## src/rtl/timer_irq_pkg.sv

```systemverilog
`default_nettype none
// +----------------------------------------------------------------------+
// | Module      : timer_irq_pkg                                          |
// | Description : Shared register offsets, pending-bit indices and the   |
// |               interrupt handshake state encoding for timer_irq_ctrl. |
// | Revision    : 1.0 - initial release                                  |
// +----------------------------------------------------------------------+
package timer_irq_pkg;

  // Register window offsets
  localparam logic [7:0] IER_ADDR  = 8'h00;
  localparam logic [7:0] ISR_ADDR  = 8'h01;
  localparam logic [7:0] ECNT_ADDR = 8'h02;
  localparam logic [7:0] STAT_ADDR = 8'h03;

  // Pending / enable bit positions (OVF has ack priority over UDF)
  localparam int OVF_BIT = 0;
  localparam int UDF_BIT = 1;

  // Interrupt handshake states, visible in STAT[1:0]
  typedef enum logic [1:0] {
    IDLE   = 2'b00,
    ASSERT = 2'b01,
    ACKED  = 2'b10
  } irq_state_e;

endpackage
`default_nettype wire

```

## src/rtl/timer_irq_apb_regs.sv

```systemverilog
`default_nettype none
// +----------------------------------------------------------------------+
// | Module      : timer_irq_apb_regs                                     |
// | Description : APB register window: IER/ISR/ECNT storage, event       |
// |               capture, W1C handling and unmapped-offset errors.      |
// | Revision    : 1.0 - initial release                                  |
// +----------------------------------------------------------------------+
module timer_irq_apb_regs import timer_irq_pkg::*; #(
  parameter int CNT_W  = 8,
  parameter int ADDR_W = 8
) (
  input  logic              pclk,
  input  logic              preset,
  input  logic              psel,
  input  logic              penable,
  input  logic              pwrite,
  input  logic [ADDR_W-1:0] paddr,
  input  logic [7:0]        pwdata,
  output logic [7:0]        prdata,
  output logic              pready,
  output logic              pslverr,
  input  logic              ovf_evt,
  input  logic              udf_evt,
  input  logic [1:0]        ack_clr,
  input  logic [2:0]        stat,
  output logic [1:0]        ier,
  output logic [1:0]        isr
);

  logic [1:0]       r_ier;
  logic [1:0]       r_isr;
  logic [CNT_W-1:0] r_ecnt;

  logic             w_access;
  logic             w_valid;
  logic             w_wr;
  logic             w_wr_ier;
  logic             w_wr_isr;
  logic             w_wr_ecnt;
  logic [1:0]       w_set;
  logic [1:0]       w_w1c;
  logic [1:0]       w_inc;
  logic [CNT_W:0]   w_sum;
  logic             w_unused;

  assign w_access  = psel & penable;
  assign w_valid   = (paddr <= ADDR_W'(STAT_ADDR));
  assign w_wr      = w_access & pwrite & w_valid;
  assign w_wr_ier  = w_wr & (paddr == ADDR_W'(IER_ADDR));
  assign w_wr_isr  = w_wr & (paddr == ADDR_W'(ISR_ADDR));
  assign w_wr_ecnt = w_wr & (paddr == ADDR_W'(ECNT_ADDR));

  assign w_set = {udf_evt, ovf_evt};
  assign w_w1c = w_wr_isr ? pwdata[1:0] : 2'b00;
  assign w_inc = {1'b0, ovf_evt} + {1'b0, udf_evt};
  assign w_sum = {1'b0, r_ecnt} + (CNT_W+1)'(w_inc);

  assign w_unused = ^pwdata[7:2];

  // Register updates: event sets override any clear landing in the same cycle
  always_ff @(posedge pclk) begin
    if (preset) begin
      r_ier  <= 2'b00;
      r_isr  <= 2'b00;
      r_ecnt <= '0;
    end else begin
      if (w_wr_ier) begin
        r_ier <= pwdata[1:0];
      end
      r_isr <= (r_isr & ~w_w1c & ~ack_clr) | w_set;
      if (w_wr_ecnt) begin
        r_ecnt <= CNT_W'(w_inc);
      end else if (w_sum[CNT_W]) begin
        r_ecnt <= {CNT_W{1'b1}};
      end else begin
        r_ecnt <= w_sum[CNT_W-1:0];
      end
    end
  end

  // Read mux: only driven during a mapped access phase outside reset
  always_comb begin
    prdata = 8'h00;
    if (w_access && !preset) begin
      case (paddr)
        ADDR_W'(IER_ADDR):  prdata = {6'b0, r_ier};
        ADDR_W'(ISR_ADDR):  prdata = {6'b0, r_isr};
        ADDR_W'(ECNT_ADDR): prdata = 8'(r_ecnt);
        ADDR_W'(STAT_ADDR): prdata = {5'b0, stat};
        default:            prdata = 8'h00;
      endcase
    end
  end

  assign pready  = 1'b1;
  assign pslverr = w_access & ~w_valid & ~preset;
  assign ier     = r_ier;
  assign isr     = r_isr;

endmodule
`default_nettype wire

```

## src/rtl/timer_irq_ctrl.sv

```systemverilog
`default_nettype none
// +----------------------------------------------------------------------+
// | Module      : timer_irq_ctrl                                         |
// | Description : Timer interrupt stage: sticky OVF/UDF pending bits,    |
// |               masked level IRQ with ack handshake and deassert gap.  |
// | Revision    : 1.0 - initial release                                  |
// +----------------------------------------------------------------------+
module timer_irq_ctrl import timer_irq_pkg::*; #(
  parameter int CNT_W  = 8,
  parameter int ADDR_W = 8
) (
  input  logic              pclk,
  input  logic              preset,
  input  logic              psel,
  input  logic              penable,
  input  logic              pwrite,
  input  logic [ADDR_W-1:0] paddr,
  input  logic [7:0]        pwdata,
  output logic [7:0]        prdata,
  output logic              pready,
  output logic              pslverr,
  input  logic              ovf_evt,
  input  logic              udf_evt,
  input  logic              irq_ack,
  output logic              irq_o
);

  irq_state_e r_state;
  irq_state_e w_state_nxt;
  logic       r_irq;
  logic [1:0] w_ier;
  logic [1:0] w_isr;
  logic [1:0] w_pend;
  logic [1:0] w_ack_clr;
  logic [2:0] w_stat;

  assign w_pend = w_isr & w_ier;
  assign w_stat = {r_irq, r_state};

  timer_irq_apb_regs #(
    .CNT_W  (CNT_W),
    .ADDR_W (ADDR_W)
  ) u_regs (
    .pclk    (pclk),
    .preset  (preset),
    .psel    (psel),
    .penable (penable),
    .pwrite  (pwrite),
    .paddr   (paddr),
    .pwdata  (pwdata),
    .prdata  (prdata),
    .pready  (pready),
    .pslverr (pslverr),
    .ovf_evt (ovf_evt),
    .udf_evt (udf_evt),
    .ack_clr (w_ack_clr),
    .stat    (w_stat),
    .ier     (w_ier),
    .isr     (w_isr)
  );

  // Next state and ack arbitration (OVF wins over UDF among enabled bits)
  always_comb begin
    w_state_nxt = r_state;
    w_ack_clr   = 2'b00;
    case (r_state)
      IDLE: begin
        if (|w_pend) w_state_nxt = ASSERT;
      end
      ASSERT: begin
        if (irq_ack) begin
          w_state_nxt = ACKED;
          if (w_pend[OVF_BIT])      w_ack_clr[OVF_BIT] = 1'b1;
          else if (w_pend[UDF_BIT]) w_ack_clr[UDF_BIT] = 1'b1;
        end else if (w_pend == 2'b00) begin
          w_state_nxt = IDLE;
        end
      end
      ACKED: begin
        w_state_nxt = (|w_pend) ? ASSERT : IDLE;
      end
      default: w_state_nxt = IDLE;
    endcase
  end

  // State register with a registered IRQ level tracking ASSERT
  always_ff @(posedge pclk) begin
    if (preset) begin
      r_state <= IDLE;
      r_irq   <= 1'b0;
    end else begin
      r_state <= w_state_nxt;
      r_irq   <= (w_state_nxt == ASSERT);
    end
  end

  assign irq_o = r_irq;

endmodule
`default_nettype wire
```

## config.mk

```make
export PLATFORM = sky130hd
export DESIGN_NAME = timer_irq_ctrl
export DESIGN_NICKNAME = d
export VERILOG_FILES = /design/src/rtl/timer_irq_pkg.sv /design/src/rtl/timer_irq_apb_regs.sv /design/src/rtl/timer_irq_ctrl.sv
export SDC_FILE = /design/constraint.sdc
export NUM_CORES = 1
export LEC_CHECK = 0
export CELL_PAD_IN_SITES_DETAIL_PLACEMENT = 1
export CELL_PAD_IN_SITES_GLOBAL_PLACEMENT = 2
export CORE_MARGIN = 4
export CORE_UTILIZATION = 25
export DETAILED_ROUTE_END_ITERATION = 6
export HOLD_SLACK_MARGIN = 0.15
export PLACE_DENSITY = 0.88
export SLEW_MARGIN = 25
export SYNTH_ARGS = -nofsm -noshare
export SYNTH_HDL_FRONTEND = slang
export SYNTH_SLANG_ARGS = --single-unit
```

## constraint.sdc

```tcl
create_clock -name pclk -period 3.9 [get_ports pclk]
set_clock_uncertainty 0.1 [all_clocks]
set_input_delay 0.39 -clock pclk [delete_from_list [all_inputs] [get_ports pclk]]
set_output_delay 0.39 -clock pclk [all_outputs]
set_load 0.01 [all_outputs]
```

== Word level (Yosys, flattened, before mapping) ==
Cells that the tools add are included.
Operators by class
  add/subtract/negate cells: 2
  $lt $le $gt $ge: 1
  equal/unequal tests: 6
  multiplexer cells: 15
  bitwise logic cells: 16
  reduce and logical (&&, ||, !) cells: 7
Operators with widths (count)
  $pmux 8 s4: 1
  $eq 8x2->1 const B: 2
  $mux 8: 2
  $mux 2: 7
  $add 8x2->9: 1
  $and 1x1->1: 8
  $eq 8x1->1 const B: 1
  $le 8x2->1 const B: 1
  $logic_not 8->1: 1
  $and 2x2->2: 3
  $pmux 2 s3: 1
  $eq 2x1->1 const B: 2
  $logic_not 2->1: 2
  $mux 1: 4
  $not 2->2: 2
  $reduce_or 2->1: 2
  $add 1x1->2: 1
  $eq 2x2->1 const B: 1
  $not 1->1: 2
  $or 2x2->2: 1
  $logic_and 1x1->1: 1
  $logic_not 1->1: 1
Word-level totals
  flip-flop bits (word level): 15
  bits of input ports: 24
  output and inout port bits: 11
  word-level logic and storage cells: 53

== Logic depth before layout (Yosys ltp) ==
Gate-level depths: netlist (run 1).
  depth after elaboration: 9
  mapped depth: 7

== Hierarchy ==
A second synthesis (run 1) with hierarchy kept.
Unflattened totals
  cells, all modules: 105
  area, all modules: 932.1 sq um
By module, submodules not included
  timer_irq_apb_regs: instances 1, cells an instance 93, area each 819.5 sq um
  timer_irq_ctrl: instances 1, cells an instance 12, area each 112.6 sq um

== Worst setup path before layout (run 1) ==
OpenSTA, ideal clock, no wires.
  path type: input to register
  start: input port ovf_evt
  end: register u_regs.r_ecnt[6]
  setup time: 0.078 ns
  arrival: 1.955 ns
  setup slack: 1.767 ns
  cell stages on the path: 7
  cells stage by stage: ha_1 > ha_1 > fa_1 > and4_1 > clkbuf_1 > and4_1 > nor3_1
On the way
  longest elaborated chain between the ends: 3
RTL lines
  start: declaration: RTL line timer_irq_ctrl.sv:22  | input logic ovf_evt,
  $add 1x1->2: RTL line timer_irq_apb_regs.sv:55  | assign w_inc = {1'b0, ovf_evt} + {1'b0, udf_evt};
  $add 8x2->9: RTL line timer_irq_apb_regs.sv:56  | assign w_sum = {1'b0, r_ecnt} + (CNT_W+1)'(w_inc);
  $mux 8: RTL line timer_irq_apb_regs.sv:73  | end else if (w_sum[CNT_W]) begin
  end signal: assignment: RTL line timer_irq_apb_regs.sv:72  | r_ecnt <= CNT_W'(w_inc);
  end signal: assignment: RTL line timer_irq_apb_regs.sv:74  | r_ecnt <= {CNT_W{1'b1}};
  end signal: assignment: RTL line timer_irq_apb_regs.sv:76  | r_ecnt <= w_sum[CNT_W-1:0];
  end: declaration: RTL line timer_irq_apb_regs.sv:32  | logic [CNT_W-1:0] r_ecnt;
No other way between the ends.
A chain may end at the register's enable or synchronous reset.

== Worst setup path after layout (run 1) ==
  start: input port penable
  end: output port prdata[7]
On the way
  longest elaborated chain between the ends: 3
RTL lines
  start: declaration: RTL line timer_irq_ctrl.sv:15  | input logic penable,
  $and 1x1->1: RTL line timer_irq_apb_regs.sv:46  | assign w_access = psel & penable;
  $logic_and 1x1->1: RTL line timer_irq_apb_regs.sv:84  | if (w_access && !preset) begin
  $mux 8: RTL line timer_irq_apb_regs.sv:84
  end: declaration: RTL line timer_irq_ctrl.sv:19  | output logic [7:0] prdata,
No other way between the ends.

==> results.md, run 1 <==
* Initial Util at 0.265
* Synthesized area per cell at 9.02 um2
* TritonCTS clock tree: yes
* Antenna violations before repair at 0
* Post-synth ARST share at 0
* Core box area at 0.00374 mm2
* Pwr/cell area at 274 mW/mm2
* Post-synth design cell area at 992 um2
* Critical Path RT at 3.41 ns
* Post-CTS setup buffers at 0
* Die area at 0.00504 mm2
* Longest Clk Path Bufs at 2
* Clock root buffer: clkbuf_8
* Area grow syn2layout at 34.4%
* Hold WS at 0.411 ns
* Worst slack, placed at 0.725 ns
* DRT antenna net count at 0
* Pre-antenna DRT Iters at 4
* Final wirelength at 2860 um
* Synth Instances at 110
* Worst-path maximum fanout at 9
* CTS sink cnt at 15
* Vias in the first global route at 1091
* GP Congestion at 0.831
* Final WS setup at 0.733 ns
* Reg area at 300 um2
* RSZ-0062 raised after global routing: no
* Share of the clock period used by the worst path at 0.812
* Largest net degree at the start of global routing at 11
* Post-DR wirelength/cell at 15.7 um
* Total CTS buffers at 3
* Worst Setup Path Type: in -> out
* Number of synthesized flops with an enable pin at 0
* Chip Width at 71 um
* FF+latch count, synth at 15
* Gr ovfl total at 0
* Setup crit start kind: primary input
* Clock slew at reported path FFs at 0.06 ns
* Crit. End Element: output port
* Fin. Hold Viols at 0
* Num ports at 35
* Vias per cell at 5.21
* Setup violations, final at 0
* Max Cap Viol at 0
* Leak pwr at 0.439 nW
* Commonest non-fill, non-tap cell in the layout: clkdlybuf4s50_1
* Die Y at 71 um
* Mapped Nets at 138
* Final-stage net count at 164
* Setup_tns at 0 ns
* Hold_buf cts at 0
* Num rows at 22
* DRC violations left at 0
* Status: finished, final reports clean
* Most used DFF post-synth: dfxtp_1
* Minimum clock period at 3.17 ns
* Footprint of the multi-input gates at 634 um2
* F_max at 316 MHz
* Arrival time worst endpoint at 2.68 ns
* Violation count after the first detailed-routing iteration at 23
* Library cells used by synthesis at 45
* Worst hold path class: reg -> reg
* First-pass GRT wire length at 5000 um
* Via count at 954
* Hpwl dp at 2300 um
* Post-synthesis sequential area ratio at 0.303
* Post-CTS sizing at 0
* Worst-Skew Late Latency at 0.24 ns
* N_diodes at 0
* H-tree Lvls at 1
* I/O Buffers at 27
* Ys Warns at 0
* GRT Total Usage at 0.119
* Post-layout util at 0.356
* Fin. max-slew vios at 0
* Layout cells sized above 1 at 0.0815
* Fill cells at 432
* Most frequent cells in the layout: 27 x clkdlybuf4s50_1, 15 x dfxtp_1, 11 x a21oi_1
* Worst VDD drop at 0.000118 V
## synth_stat cells (3+ instances only)
master,instances,area share
o21ai_0,3,0.015
clkbuf_1,3,0.011
nand2_1,7,0.026
a21oi_1,11,0.055
and2_1,6,0.038
nor3_1,7,0.035
nor3b_1,3,0.023
dfxtp_1,15,0.30
inv_1,6,0.023
ha_1,3,0.038
## stage by stage
step | total power [mW] | cells | cell area, um2
2_1_floorplan | 0.209 | 110 | 992
3_3_place_gp | 0.237 | 179 | 1290
3_5_place_dp | 0.242 | 179 | 1290
4_1_cts | 0.369 | 183 | 1330
5_1_grt | 0.386 | 183 | 1330
6_report | 0.365 | 183 | 1330
## registers in the layout, indices dropped and copies added, names as in the netlist
register	count
u_regs.isr	2
r_state	2
u_regs.r_ecnt	8
irq_o	1
u_regs.ier	2
## critical path, stage by stage
cell and delay, ns:
clkdlybuf4s50_1 0.48, or4bb_1 0.72, nor4_4 0.35, and2_1 0.19
clkdlybuf4s50_1 0.54
## metal layers
metal  vias up  track usage  wire (um)
met5         -            0          0
met4         0       0.0355         25
met3         4       0.0227        112
met2        24        0.209       1370
met1       459        0.147       1360
li1        467            -          -
## logic make-up after synthesis
logic type,share of synthesized area
compound gates,0.198
fa+ha+maj,0.0580
mux,0.0555
other cells,0.00378
buf+inv,0.0580
xor+xnor,0.00883
simple gates,0.315
flops,0.303
## layout make-up
class,instances,area share
Multi-Input combinational cell,83,0.476
Sequential cell,15,0.225
Timing Repair Buffer,27,0.203
Tap cell,48,0.0450
Clock buffer,3,0.0310
Inverter,6,0.0169
Clock inverter,1,0.00375
## where the power goes
group	internal, mW	switching (mW)
logic	0.0373	0.0327
registers	0.161	0.00775
clock network	0.0706	0.0563
## final timing paths
kind,start,end,slack (ns),depth (start not counted)
setup / recovery,penable,prdata[7],0.73,5
hold / removal,u_regs.r_ecnt[4],u_regs.r_ecnt[4],0.41,2
setup reg to reg,u_regs.r_ecnt[0],u_regs.r_ecnt[6],2.10,5
hold reg to reg,u_regs.r_ecnt[4],u_regs.r_ecnt[4],0.41,2
Power figures use the tool's default switching activity.
==> inputs of run 2 (changes only) <==
- CORE_UTILIZATION: 25 -> 23
- PLACE_DENSITY: 0.88 -> 0.86
- clock period: 3.9 -> 2.5 ns (I/O delays scaled with it)
==> run 2 against run 1 <==
Effect of this change:
- sequential power rose by 56%
- critical endpoint is now prdata[5]
- worst hold slack better by 0.0047 ns
- global-route usage down 0.056 points
- non-clock buffer count grew 13
- power is 58% higher
- largest cell class unchanged
- via count up 3.2%
- sequential share of layout area decreased by 1.4 points
- highest routed layer is now met3
==> results.md, run 2 (synthesis gave the netlist of run 1 again) <==
* Status: finished, final reports clean
* Fin. Hold Viols at 0 (unchanged)
* Share of the clock period used by the worst path at 0.960
* Setup_tns at 0 ns (unchanged)
* WP buf/inv at 3 (+1)
* Arrival time worst endpoint at 2.05 ns (-0.63 ns)
* Commonest non-fill, non-tap cell in the layout: clkdlybuf4s50_1
* Hold WS at 0.416 ns (+0.00471 ns)
* Setup crit start kind: primary input
* Initial Util at 0.243 (-0.0222)
* I/O Buffers at 27 (unchanged)
* Chip Width at 73.7 um (+3.8%)
* CP max stage cell: or4_4
* Hpwl dp at 2440 um (+6.1%)
* Num ports at 35 (unchanged)
* Worst hold path class: reg -> reg
* Worst-Skew Late Latency at 0.25 ns (about the same)
* Via count at 985 (+3.2%)
* Die area at 0.00543 mm2 (+7.7%)
* GRT Total Usage at 0.119 (-0.000560)
* Violation count after the first detailed-routing iteration at 18 (-22%)
* Final-stage net count at 177 (+7.9%)
* DRC violations left at 0 (unchanged)
* Total CTS buffers at 3 (unchanged)
* F_max at 417 MHz
* CTS sink cnt at 15 (unchanged)
* Biggest register: u_regs.r_ecnt
* Max Cap Viol at 0 (unchanged)
* Core box area at 0.00409 mm2 (+9.2%)
* Clock root buffer: clkbuf_8
* Minimum clock period at 2.40 ns
* Vias per cell at 4.97 (-4.6%)
* Vias in the first global route at 1058 (-3.0%)
* Most frequent cells in the layout: 18 x clkdlybuf4s50_1, 15 x dfxtp_1, 13 x buf_4
* Longest Clk Path Bufs at 2 (unchanged)
* N_diodes at 0 (unchanged)
* RSZ-0062 raised after global routing: yes
* Leak pwr at 0.549 nW (+25%)
* Fin. max-slew vios at 0 (unchanged)
* Num rows at 23 (+4.5%)
* Critical Path RT at 2.15 ns (-1.26 ns)
* H-tree Lvls at 1 (unchanged)
* Antenna violations before repair at 0 (unchanged)
* Clock slew at reported path FFs at 0.06 ns (about the same)
* Max FFs per register at 8 (unchanged)
* Post-layout util at 0.349 (-0.00754)
* GP Congestion at 0.839 (+0.99%)
* Worst VDD drop at 0.000323 V (+170%)
* TritonCTS clock tree: yes
* DRT antenna net count at 0 (unchanged)
* CP Cell Sequence: clkdlybuf4s50_1, or4_4, nor4_4, buf_4, and2_1, clkdlybuf4s15_1
* Worst Setup Path Type: in -> out
* Final wirelength at 2930 um (+2.1%)
* Gr ovfl total at 0 (unchanged)
* Post-DR wirelength/cell at 14.8 um (-5.6%)
* Largest net degree at the start of global routing at 10 (-1)
* Setup violations, final at 0 (unchanged)
* Area grow syn2layout at 43.6%
* First-pass GRT wire length at 5060 um (+1.4%)
* Pwr/cell area at 406 mW/mm2 (+48%)
* CP peak stage delay at 0.57 ns (-0.15 ns)
* Power, Total at 0.579 mW (+58%)
* Pre-antenna DRT Iters at 4 (unchanged)
* Worst-path maximum fanout at 4 (-5)
* Die Y at 73.7 um (+3.8%)
* Crit. End Element: output port
* Hold_buf cts at 0 (unchanged)
* Layout cells sized above 1 at 0.169 (+0.0874)
* Crit path max-delay family: simple AND/OR/NAND/NOR gates
## run 2: cell count changes in the layout (fill, tap and decap cells not counted), sizes merged
cell | previous run | this run
dlygate4sd2 | 0 | 5
dlymetal6s2s | 0 | 1
clkdlybuf4s15 | 0 | 2
clkdlybuf4s50 | 27 | 18
buf | 0 | 14
## run 2: metrics by stage
| step | setup slack (ns) | cells | cell area, um2 |
|---|---|---|---|
| final | 0.101 | 198 | 1430 |
| after detailed placement | -0.166 | 191 | 1370 |
| after CTS | 0.0190 | 197 | 1410 |
| after global routing | -0.00217 | 198 | 1430 |
| after floorplan | 0.507 | 110 | 992 |
| after global placement | -0.119 | 191 | 1370 |
## run 2: worst register-to-register path, delay by kind of cell (launching register included)
kind                     cells  cell delay [ns]
flip-flops                   1             0.33
adder cells (fa/ha/maj)      2             0.61
AND/OR/NAND/NOR              3             0.65
## run 2: worst paths after layout
path         cells after the start             start  slack (ns)               end
min reg2reg                      2     u_regs.ier[1]        0.42     u_regs.ier[1]
max reg2reg                      5  u_regs.r_ecnt[0]        0.74  u_regs.r_ecnt[6]
min                              2     u_regs.ier[1]        0.42     u_regs.ier[1]
max                              6          paddr[7]        0.10         prdata[5]
## run 2: where the power goes
| part | internal (mW) | leakage [nW] | switching [mW] | total (mW) |
|---|---|---|---|---|
| combinational | 0.0653 | 0.401 | 0.0514 | 0.117 |
| clock | 0.110 | 0.0255 | 0.0893 | 0.200 |
| sequential | 0.250 | 0.122 | 0.0116 | 0.262 |
## run 2: layout make-up
type / instances / area, um2
tap: 50 / 62.6
timing repair buffer: 40 / 359
sequential: 15 / 300
fill: 487 / 2660
clock buffer: 3 / 41.3
multi-input combinational: 83 / 634
clock inverter: 1 / 5.00
inverter: 6 / 22.5
## run 2: repair_timing
action / in CTS / in global routing
gates resized for setup: 11 / 3
pin swaps: 1 / 0
endpoints found under the hold margin: 0 / 0
setup buffers: 2 / 1
endpoints found under the setup margin: 8 / 3
## run 2: metal layers
layer | GRT usage | wire (um)
met5 | 0 | 0
met4 | 0.00604 | 0
met3 | 0.0356 | 123
met2 | 0.216 | 1580
met1 | 0.144 | 1220
